## src/rtl/spi_ram_arbiter.sv

```systemverilog
// SPI command decoder and round-robin arbiter sharing one single-port RAM with a local host port.
// Optional SPI_RAM_ARB_AUTOINC_EN: post-increment the SPI write/read address on every accepted RAM command.
module spi_ram_arbiter #(
  parameter int ADDR_WIDTH = 8
) (
  input  logic                  clk,
  input  logic                  rst,
  input  logic [9:0]            rx_data,
  input  logic                  rx_valid,
  output logic [7:0]            tx_data,
  output logic                  tx_valid,
  input  logic                  host_req,
  input  logic                  host_we,
  input  logic [ADDR_WIDTH-1:0] host_addr,
  input  logic [7:0]            host_wdata,
  output logic                  host_gnt,
  output logic [7:0]            host_rdata,
  output logic                  host_rvalid,
  output logic                  ram_en,
  output logic                  ram_we,
  output logic [ADDR_WIDTH-1:0] ram_addr,
  output logic [7:0]            ram_wdata,
  input  logic [7:0]            ram_rdata,
  output logic                  spi_ovf,
  output logic                  busy
);

  typedef enum logic [1:0] {IDLE, SPI_ACC, HOST_ACC, RD_WAIT} state_t;

  state_t state, state_nxt;

  logic                  rx_valid_q;
  logic [ADDR_WIDTH-1:0] wr_addr, rd_addr;

  logic                  spi_pend;
  logic                  spi_we;
  logic [ADDR_WIDTH-1:0] spi_addr;
  logic [7:0]            spi_wdata;

  logic                  hq_we;
  logic [ADDR_WIDTH-1:0] hq_addr;
  logic [7:0]            hq_wdata;

  logic                  last_gnt_host;
  logic                  rd_owner_host;

  logic                  accept;
  logic [1:0]            opcode;
  logic                  spi_ram_cmd;
  logic                  slot_free;

  assign accept      = rx_valid & ~rx_valid_q;
  assign opcode      = rx_data[9:8];
  assign spi_ram_cmd = accept & opcode[0];
  assign slot_free   = ~spi_pend | (state == SPI_ACC);

  always_ff @(posedge clk) begin
    if (rst) state <= IDLE;
    else     state <= state_nxt;
  end

  // A RAM command accepted in the IDLE cycle counts as pending, so its ram_en lands one cycle after accept.
  always_comb begin
    state_nxt = state;
    case (state)
      IDLE: begin
        if ((spi_pend | spi_ram_cmd) && (!host_req || last_gnt_host))
          state_nxt = SPI_ACC;
        else if (host_req)
          state_nxt = HOST_ACC;
      end
      SPI_ACC:  state_nxt = spi_we ? IDLE : RD_WAIT;
      HOST_ACC: state_nxt = hq_we ? IDLE : RD_WAIT;
      RD_WAIT:  state_nxt = IDLE;
      default:  state_nxt = IDLE;
    endcase
  end

  always_comb begin
    ram_en    = 1'b0;
    ram_we    = 1'b0;
    ram_addr  = '0;
    ram_wdata = '0;
    host_gnt  = 1'b0;
    busy      = (state != IDLE);
    case (state)
      SPI_ACC: begin
        ram_en    = 1'b1;
        ram_we    = spi_we;
        ram_addr  = spi_addr;
        ram_wdata = spi_wdata;
      end
      HOST_ACC: begin
        ram_en    = 1'b1;
        ram_we    = hq_we;
        ram_addr  = hq_addr;
        ram_wdata = hq_wdata;
        host_gnt  = 1'b1;
      end
      default: ;
    endcase
  end

  always_ff @(posedge clk) begin
    if (rst) begin
      rx_valid_q <= 1'b0;
      wr_addr    <= '0;
      rd_addr    <= '0;
    end else begin
      rx_valid_q <= rx_valid;
      if (accept) begin
        case (opcode)
          2'b00: wr_addr <= rx_data[ADDR_WIDTH-1:0];
          2'b10: rd_addr <= rx_data[ADDR_WIDTH-1:0];
`ifdef SPI_RAM_ARB_AUTOINC_EN
          2'b01: wr_addr <= wr_addr + ADDR_WIDTH'(1);
          2'b11: rd_addr <= rd_addr + ADDR_WIDTH'(1);
`endif
          default: ;
        endcase
      end
    end
  end

  // The slot keeps the address captured at accept; a granted slot may be refilled in its SPI_ACC cycle.
  always_ff @(posedge clk) begin
    if (rst) begin
      spi_pend  <= 1'b0;
      spi_we    <= 1'b0;
      spi_addr  <= '0;
      spi_wdata <= '0;
      spi_ovf   <= 1'b0;
    end else begin
      if (state == SPI_ACC)
        spi_pend <= 1'b0;
      if (spi_ram_cmd) begin
        if (slot_free) begin
          spi_pend  <= 1'b1;
          spi_we    <= ~opcode[1];
          spi_addr  <= opcode[1] ? rd_addr : wr_addr;
          spi_wdata <= rx_data[7:0];
        end else begin
          spi_ovf <= 1'b1;
        end
      end
    end
  end

  always_ff @(posedge clk) begin
    if (rst) begin
      hq_we         <= 1'b0;
      hq_addr       <= '0;
      hq_wdata      <= '0;
      last_gnt_host <= 1'b1;
      rd_owner_host <= 1'b0;
    end else begin
      if (state == IDLE && state_nxt == HOST_ACC) begin
        hq_we    <= host_we;
        hq_addr  <= host_addr;
        hq_wdata <= host_wdata;
      end
      if (state == SPI_ACC) begin
        last_gnt_host <= 1'b0;
        rd_owner_host <= 1'b0;
      end else if (state == HOST_ACC) begin
        last_gnt_host <= 1'b1;
        rd_owner_host <= 1'b1;
      end
    end
  end

  always_ff @(posedge clk) begin
    if (rst) begin
      tx_data     <= '0;
      tx_valid    <= 1'b0;
      host_rdata  <= '0;
      host_rvalid <= 1'b0;
    end else begin
      tx_valid    <= 1'b0;
      host_rvalid <= 1'b0;
      if (state == RD_WAIT) begin
        if (rd_owner_host) begin
          host_rdata  <= ram_rdata;
          host_rvalid <= 1'b1;
        end else begin
          tx_data  <= ram_rdata;
          tx_valid <= 1'b1;
        end
      end
    end
  end

endmodule

```

## config.mk

```make
export PLATFORM = sky130hd
export DESIGN_NAME = spi_ram_arbiter
export DESIGN_NICKNAME = d
export VERILOG_FILES = /design/src/rtl/spi_ram_arbiter.sv
export SDC_FILE = /design/constraint.sdc
export NUM_CORES = 1
export LEC_CHECK = 0
export CORE_MARGIN = 2
export CORE_UTILIZATION = 25
export CTS_BUF_LIST = sky130_fd_sc_hd__clkbuf_8 sky130_fd_sc_hd__clkbuf_16
export DETAILED_ROUTE_END_ITERATION = 10
export GPL_TIMING_DRIVEN = 0
export PLACE_DENSITY_LB_ADDON = 0.08
export SLEW_MARGIN = 20
export SYNTH_ARGS = -nofsm -noshare
export SYNTH_HDL_FRONTEND = slang
export SYNTH_SLANG_ARGS = --single-unit
```

## constraint.sdc

```tcl
create_clock -name clk -period 3.3 [get_ports clk]
set_input_delay 0.66 -clock clk [delete_from_list [all_inputs] [get_ports clk]]
set_output_delay 0.66 -clock clk [all_outputs]
set_load 0.02 [all_outputs]
```

Word level (Yosys, flattened, before mapping)
Cells that the tools add are included.

Register bits: 75. Input bits: 39. Word-level logic and storage cells: 68.

Eq/ne operators: 5. Mux-type cells: 18. Bitwise logic cells: 10. Reduce and logical (&&, ||, !) cells: 17.

Operators with widths (number): case mux 8 bit (2 select lines) (2); AND reduction 2 bit (6); two-way mux 1 bit (9); == test 2 bit (second input constant) (4); two-way mux 2 bit (4); two-way mux 8 bit (1); case mux 2 bit (4 select lines) (1); inverter 1 bit (6); OR reduction 2 bit (3); logical NOT 2 bit (2); nonzero test 2 bit (2); AND 1 bit (2); == test 2 x 1 -> 1 bit (second input constant) (1); logical AND 1 bit (2); bitwise OR 1 bit (2); case mux 1 bit (2 select lines) (1); logical NOT 1 bit (1); logical OR 1 bit (1).

Logic depth before layout (Yosys ltp)
Gate-level depths: netlist (run 1).

Depth after elaboration: 9. Gate-level depth with buffers: 7. Mapped depth without buffers: 6.

Least setup slack after synthesis (run 1)
Ideal clock, no wire load.

Path kind: register -> output. Start point: reg state[0]. End point: out ram_addr[2]. Arrival time: 1.833 ns. Required time: 2.640 ns. Path slack: 0.807 ns. Cell stages (with the launch flop): 7. Cells stage by stage: dfxtp_1 inv_1 ha_1 and2_1 clkbuf_1 buf_1 a22o_1.

Cells in the longest elaborated chain, start to end: 2. Elaborated cells on any way between the ends: 3.

Ends and longest elaborated chain: start: declaration (RTL line 30) `state_t state, state_nxt;`; start signal: assignment (RTL line 59) `else state <= state_nxt;`; == test 2 bit or == test 2 x 1 -> 1 bit (tied branches) (RTL line 86) `case (state)`; case mux 8 bit (2 select lines) (*) (RTL line 86); end: declaration (RTL line 21) `output logic [ADDR_WIDTH-1:0] ram_addr,`.

Mark *: on every way between the ends. The rest lies on a longest branch, timed or not.

Worst setup path in the final report (run 1)
Start point: reg state[0]. End point: out ram_wdata[0].

Cells in the longest elaborated chain, start to end: 2. Elaborated cells on any way between the ends: 3.

Ends and longest elaborated chain: == test 2 bit or == test 2 x 1 -> 1 bit (tied branches) (RTL line 86); case mux 8 bit (2 select lines) (*) (RTL line 86); end: declaration (RTL line 22) `output logic [7:0] ram_wdata,`.

Marked as above.

==> results of run 1 <==
metal layers:
layer / wire [um] / part of all wire [%] / track usage, %
met1: 4348 / 51 / 18.43
met2: 3726 / 43 / 20.31
met3: 395 / 4.6 / 3.633
met4: 125 / 1.5 / 4.762
met5: 0 / 0 / 0
state kept, by name, summed over array words and instances (netlist names):
name	count
host_rdata	8
state	2
host_rvalid	1
hq_we	1
spi_ovf	1
last_gnt_host	1
hq_addr	8
spi_we	1
rd_owner_host	1
rx_valid_q	1
rd_addr	8
spi_pend	1
tx_valid	1
spi_wdata	8
tx_data	8
hq_wdata	8
wr_addr	8
spi_addr	8
metrics by stage:
| step | power [uW] | setup WS [ns] |
|---|---|---|
| after floorplan | 1512 | 0.8068 |
| after global placement | 1761 | 0.07608 |
| after detailed placement | 1767 | 0.04203 |
| after CTS | 2724 | 0.009647 |
| after global routing | 2841 | 0.02785 |
| final | 2679 | 0.1920 |
synthesized netlist by cell type:
cell type / instances / share of area [%]
a211oi_1: 9 / 2.1
a21oi_1: 35 / 5.5
a22o_1: 17 / 4.7
a311oi_1: 1 / 0.28
and2_1: 2 / 0.40
and3b_4: 1 / 0.40
and4_4: 1 / 0.36
buf_1: 2 / 0.24
buf_12: 1 / 0.63
buf_2: 4 / 0.63
buf_6: 1 / 0.36
clkbuf_1: 17 / 2.0
dfxtp_1: 75 / 48
ha_1: 5 / 2.0
inv_1: 6 / 0.71
mux2i_1: 33 / 10
nand2_1: 59 / 7.0
nand2b_1: 38 / 7.5
nand3_1: 8 / 1.3
nand3b_1: 1 / 0.24
nor2_1: 23 / 2.7
nor2_2: 1 / 0.20
nor2b_1: 3 / 0.59
nor3_1: 2 / 0.32
nor3b_1: 1 / 0.24
o211ai_1: 1 / 0.24
o21ai_0: 1 / 0.16
o21bai_1: 1 / 0.24
o22ai_1: 1 / 0.20
o22ai_2: 1 / 0.40
or3_2: 1 / 0.24
kinds of logic (layout without fill, tap and decap cells):
| logic type | after synthesis | count (layout) | share of synthesized area (%) |
|---|---|---|---|
| buf+inv | 31 | 118 | 4.596 |
| compound gates | 67 | 67 | 13.91 |
| simple gates | 141 | 141 | 21.51 |
| fa+ha+maj | 5 | 5 | 1.981 |
| flops | 75 | 75 | 47.54 |
| mux | 33 | 33 | 10.46 |
worst max-delay path, delay by kind of cell, from the launching register on:
family	cells	cell delay (ns)
AND/OR/NAND/NOR	1	0.27
flip-flops	1	0.39
buffers and inverters	3	0.96
AO/OA/AOI/OAI	1	0.16
adder cells (fa/ha/maj)	1	0.35
power groups by stage:
stage	clock (uW)	sequential (uW)	combinational, uW
2_1_floorplan	0	1080	434
3_3_place_gp	0	1080	678
3_5_place_dp	0	1080	684
4_1_cts	974	1060	686
5_1_grt	1020	1080	742
6_report	945	1060	670
layout make-up:
| class | instances | area [um^2] |
|---|---|---|
| buffer | 22 | 115.1 |
| multi-input combinational | 246 | 1514 |
| fill | 1305 | 8054 |
| sequential | 75 | 1501 |
| inverter | 6 | 22.52 |
| clock buffer | 10 | 239.0 |
| timing repair buffer | 76 | 760.7 |
| tap | 172 | 215.2 |
| clock inverter | 4 | 43.79 |
worst max-delay path by stage:
stage | startpoint | slack (ns) | end
after CTS | state[0] | 0.01 | ram_addr[3]
after global routing | state[0] | 0.03 | ram_wdata[0]
final | state[0] | 0.19 | ram_wdata[0]
after floorplan | state[0] | 0.81 | ram_addr[2]
after detailed placement | state[0] | 0.04 | ram_addr[3]
after global placement | state[0] | 0.08 | ram_addr[3]
==> run summary, run 1 <==
Number of library cell types mapped by synthesis - 31
Via count of the first global-routing pass - 2,624
Switching part of the total - 28.67%
Run status - finished, final reports clean
Sequential cell area fraction in the yosys report - 47.54%
Max Cap Viol - 0
DP Cell Count - 600
Internal portion of total power - 1911 uW
Count of boundary I/O pins - 78
Hold Path Depth - 2
Iteration-0 DRC count of the detailed router - 77
Cell Area, Synth - 3158 um^2
Switching pwr - 768.2 uW
Post-route standard cell area excluding fillers - 4412 um^2
Relative slew slack - 34.48%
Clock input transition at the sequential cells of the worst setup and hold paths - 0.05 ns
Clock Latency Late Sink - 0.33 ns
Layout cell share with drive strength beyond 1 - 6.150%
Largest net degree at the start of global routing - 12
Synthesis warning total - 0
Final HPWL DP - 6398 um
Syn nets - 396
Total routing resource utilization after global routing - 13.43%
Number of setup violations in the final report - 0
Utilization of the core after routing - 35.39%
Crit Path Class - reg2out
Synthesized instance count - 352
Row count - 41
Final sum of negative setup slack - 0 ns
Kind of path behind the tightest hold check - reg2reg
Launch instance of the worst register-to-register path - state[1]
Worst Min Path Start - wr_addr[6]
Number of setup buffers added after CTS - 0
Most common library cell in the layout ignoring fill and taps - clkdlybuf4s50_1
Worst-case clock skew - 0.005574 ns
Number of register bits inferred by synthesis - 75
Count of buffers inserted at the top-level ports - 76
Proportion of power drawn by flip-flops and latches - 39.7%
Mean instance size in the synthesized netlist - 8.972 um^2
Actual slew at the worst max-slew pin - 0.9752 ns
Average routed wire per standard cell - 14.07 um
IR drop worst, VDD - 0.1869 mV
Number of buffers added by the clock tree synthesis step - 9
Die span in x - 116.4 um
Fraction of power consumed by combinational cells - 25.0%
Register-to-register setup slack - 1.53 ns
Fin nets - 480
Data required time at the worst endpoint - 2.64 ns
Area of placed instances - 4134 um^2
Total core area - 12,470 um^2
Non-filler cells in the finished layout - 611
Fmax - 321.7 MHz
Critical path fanouts, max - 10
RSZ-0062 raised after global routing - false
Count of antenna-violating nets left after detailed routing - 0
Worst path cell trace - inv_1 -> ha_1 -> and2_2 -> clkbuf_4 -> a22o_1 -> clkdlybuf4s50_1
Pwr Density - 607.2 nW/um^2
Global-route wire length before repair - 13,670 um
Critical register-to-register path endpoint - spi_we
Worst Reg2Reg Path Length in Cells - 7
CTS Root Cell - clkbuf_16
Total Die Area - 13,550 um^2
Detailed-routing iteration count for the pre-antenna-repair pass - 4
Global-route congestion overflow total - 0
Commonest cells after routing, fill and taps aside - 76 x clkdlybuf4s50_1, 75 x dfxtp_1, 59 x nand2_1
Worst hold slack - 0.4529 ns
Crit path max-delay cell type - clkdlybuf4s50_1
Initial Util - 25.33%
Critical path data arrival time - 2.45 ns
Clock Sinks - 75
Y dimension of the die - 116.4 um
Worst Hold Path EP - wr_addr[6]
Critical Path Start Type - flip-flop
Detailed-route DRC error count - 0
Maximum root-to-sink buffer count - 2
H-tree depth reported by CTS - 3
Clock period minus worst slack - 3.108 ns
Via density per instance - 4.260
Final Slew Violations - 0
Layout overhead on the synthesized area - 39.70%
Final routed wirelength across all metal layers - 8596 um
Fin crit share - 94.18%
CTS-repair resized insts - 3
Routed vias - 2,603
Kind of end point of the critical path - output port
Portion of total power attributed to the clock network - 35.3%
Number of buffers added to fix hold violations after cts - 0
P_leak - 0.001555 uW
Global placement routability congestion - 0.7252
Number of antenna violations at the first check in global routing - 0
Slowest Stage Delay on Critical Path - 0.61 ns
Final count of hold timing violations - 0
Clock tree from TritonCTS - yes
Antenna fix cells - 0
Note: power is estimated with default switching activity, not from simulation.
==> run 2: changes to the inputs <==
Settings changed: ABC_AREA set to 1, CORE_UTILIZATION 25 to 46, SLEW_MARGIN 20 to unset.
==> run summary, run 2 <==
Detailed-routing iteration count for the pre-antenna-repair pass - 4 (unchanged)
Row count - 30 (-27%)
Most common library cell in the layout ignoring fill and taps - nor2_1
Worst-case clock skew - 0.007607 ns (+0.002033 ns)
Global routing met3 resource utilization - 6.996% (+3.4 points)
Ranking of synthesized cells by area - dfxtp_1 45%, nor2_1 10%, nand2_1 8.1%
Global placement routability congestion - 0.8455 (+17%)
Data required time at the worst endpoint - 2.64 ns (about the same)
Leading area contributor after synthesis - dfxtp_1
Pwr Density - 724.7 nW/um^2 (+19%)
Final HPWL DP - 6027 um (-5.8%)
Die span in x - 88.81 um (-24%)
Worst hold slack - 0.4470 ns (-0.005850 ns)
Global-route wire length before repair - 13,270 um (-2.9%)
Count of boundary I/O pins - 78 (unchanged)
Top cells by instance count after synthesis - 88 x nor2_1, 75 x dfxtp_1, 71 x nand2_1, 50 x o21ai_0, 41 x inv_1
Largest net degree at the start of global routing - 13 (+1)
Clock tree from TritonCTS - yes
PnR Total Power - 3186 uW (+19%)
Synthesis warning total - 0 (unchanged)
Number of library cell types mapped by synthesis - 29 (-6.5%)
Routed vias - 3,146 (+21%)
Met2 track utilization from global routing - 36.50% (+16 points)
Iteration-0 DRC count of the detailed router - 187 (+140%)
Number of buffers added by the clock tree synthesis step - 9 (unchanged)
Crit Path Class - reg2out
Final Slew Violations - 0 (unchanged)
Number of buffers added to fix hold violations after cts - 0 (unchanged)
Layout overhead on the synthesized area - 32.90%
Via density per instance - 4.962 (+16%)
Worst Min Path Start - wr_addr[6]
Register-to-register setup slack - 1.49 ns (-0.04 ns)
Critical Path Start Type - flip-flop
Synthesized instance count - 447 (+27%)
Detailed-route DRC error count - 0 (unchanged)
Worst Reg2Reg Path Length in Cells - 11 (+4)
Relative slew slack - 63.98% (+29 points)
Clock Sinks - 75 (unchanged)
Fin nets - 577 (+20%)
Via count of the first global-routing pass - 2,954 (+13%)
Number of register bits inferred by synthesis - 75 (unchanged)
Total routing resource utilization after global routing - 21.74% (+8.3 points)
Run status - finished, final reports clean
Clock input transition at the sequential cells of the worst setup and hold paths - 0.07 ns (+0.02 ns)
Maximum root-to-sink buffer count - 2 (unchanged)
Busiest layer in global routing - met2
Antenna fix cells - 0 (unchanged)
Total core area - 6869 um^2 (-45%)
Count of antenna-violating nets left after detailed routing - 0 (unchanged)
GR met1 Demand/Resource - 26.94% (+8.5 points)
Number of antenna violations at the first check in global routing - 0 (unchanged)
Max Cap Viol - 0 (unchanged)
Share of Yosys cell area claimed by the top area cell type - 45.39% (-2.2 points)
Worst Hold Path EP - wr_addr[6]
Sequential cell area fraction in the yosys report - 45.39% (-2.2 points)
Mean instance size in the synthesized netlist - 7.401 um^2 (-18%)
Non-filler cells in the finished layout - 634 (+3.8%)
Hold Path Depth - 2 (unchanged)
Actual slew at the worst max-slew pin - 0.5383 ns (-0.4370 ns)
Kind of end point of the critical path - output port
H-tree depth reported by CTS - 3 (unchanged)
Commonest cells after routing, fill and taps aside - 88 x nor2_1, 75 x dfxtp_1, 71 x nand2_1, 71 x clkdlybuf4s50_1, 50 x o21ai_0
IR drop worst, VDD - 0.6317 mV (+240%)
Post-route standard cell area excluding fillers - 4397 um^2 (-0.34%)
Leading register cell type out of synthesis - dfxtp_1
Critical path data arrival time - 2.51 ns (+0.06 ns)
Clock Latency Late Sink - 0.35 ns (+0.02 ns)
Fmax - 315.2 MHz (-2.0%)
Cell Area, Synth - 3308 um^2 (+4.8%)
Global-route congestion overflow total - 0 (unchanged)
Count of buffers inserted at the top-level ports - 76 (unchanged)
Kind of path behind the tightest hold check - reg2reg
Critical register-to-register path endpoint - hq_addr[3]
Proportion of synthesized flip-flops having asynchronous set or reset - 0% (unchanged)
P_leak - 0.001844 uW (+19%)
CTS Root Cell - clkbuf_8
Final count of hold timing violations - 0 (unchanged)
Y dimension of the die - 88.81 um (-24%)
Total Die Area - 7886 um^2 (-42%)
Area of placed instances - 4189 um^2 (+1.3%)
Number of setup buffers added after CTS - 0 (unchanged)
Final sum of negative setup slack - 0 ns (unchanged)
Layout cell share with drive strength beyond 1 - 10.97% (+4.8 points)
Clock period minus worst slack - 3.173 ns (+0.06501 ns)
Number of flops mapped to enable cells by yosys - 0 (unchanged)
Most instantiated library cell after synthesis - nor2_1
Average routed wire per standard cell - 12.83 um (-8.8%)
Number of setup violations in the final report - 0 (unchanged)
Fin crit share - 96.15% (+2.0 points)
CTS-repair resized insts - 0 (-3)
Initial Util - 48.16% (+23 points)
Critical path fanouts, max - 10 (unchanged)
Syn nets - 491 (+24%)
DP Cell Count - 619 (+3.2%)
Final routed wirelength across all metal layers - 8135 um (-5.4%)
Launch instance of the worst register-to-register path - state[0]
run 2: power breakdown:
group,total [uW],internal (uW),switching [uW]
clock,695,363,332
sequential,1150,1060,91.1
combinational,1340,554,788
total,3190,1980,1210
run 2: cells by family after synthesis:
logic type / after synthesis / synth area share (%)
flops: 75 / 45.39
compound gates: 106 / 17.40
buf+inv: 68 / 9.871
simple gates: 193 / 25.45
fa+ha+maj: 5 / 1.891
run 2: worst max path at each step:
stage	startpoint	to	slack [ns]	cells past startpoint
final	state[1]	ram_wdata[5]	0.13	6
after global routing	state[1]	ram_wdata[1]	-0.005	6
after CTS	state[1]	ram_addr[3]	0.04	6
after detailed placement	state[1]	ram_addr[3]	0.42	6
after global placement	state[1]	ram_addr[3]	0.45	6
after floorplan	state[1]	ram_addr[1]	1.0	5
run 2: layout make-up:
| type | instances | area (um^2) |
|---|---|---|
| fillers | 629 | 2472 |
| inverters | 45 | 172.7 |
| repair buffers | 76 | 773.2 |
| multi-input cells | 304 | 1480 |
| plain buffers | 22 | 155.1 |
| clock buffers | 10 | 137.6 |
| well taps | 96 | 120.1 |
| clock inverters | 6 | 56.30 |
| flip-flops and latches | 75 | 1501 |
run 2: worst max-delay path, stage by stage (launching register included):
cell and delay, ns:
dfxtp_1 0.39, inv_1 0.11, ha_1 0.39, clkinvlp_4 0.22
clkbuf_2 0.24, a21oi_1 0.18, clkdlybuf4s50_1 0.63
run 2: routing by layer:
metal  part of all wire (%)  wire length [um]
met5                      0                 0
met4                    1.2                94
met3                    5.7               460
met2                     47              3839
met1                     46              3740
run 2: through the flow:
step | util (%) | worst slack (ns)
floorplan | - | 0.9962
global placement | 60.98 | 0.4521
detailed placement | 60.98 | 0.4203
global route | 64.01 | -0.005481
finish | 64.01 | 0.1270
CTS | 63.81 | 0.03952
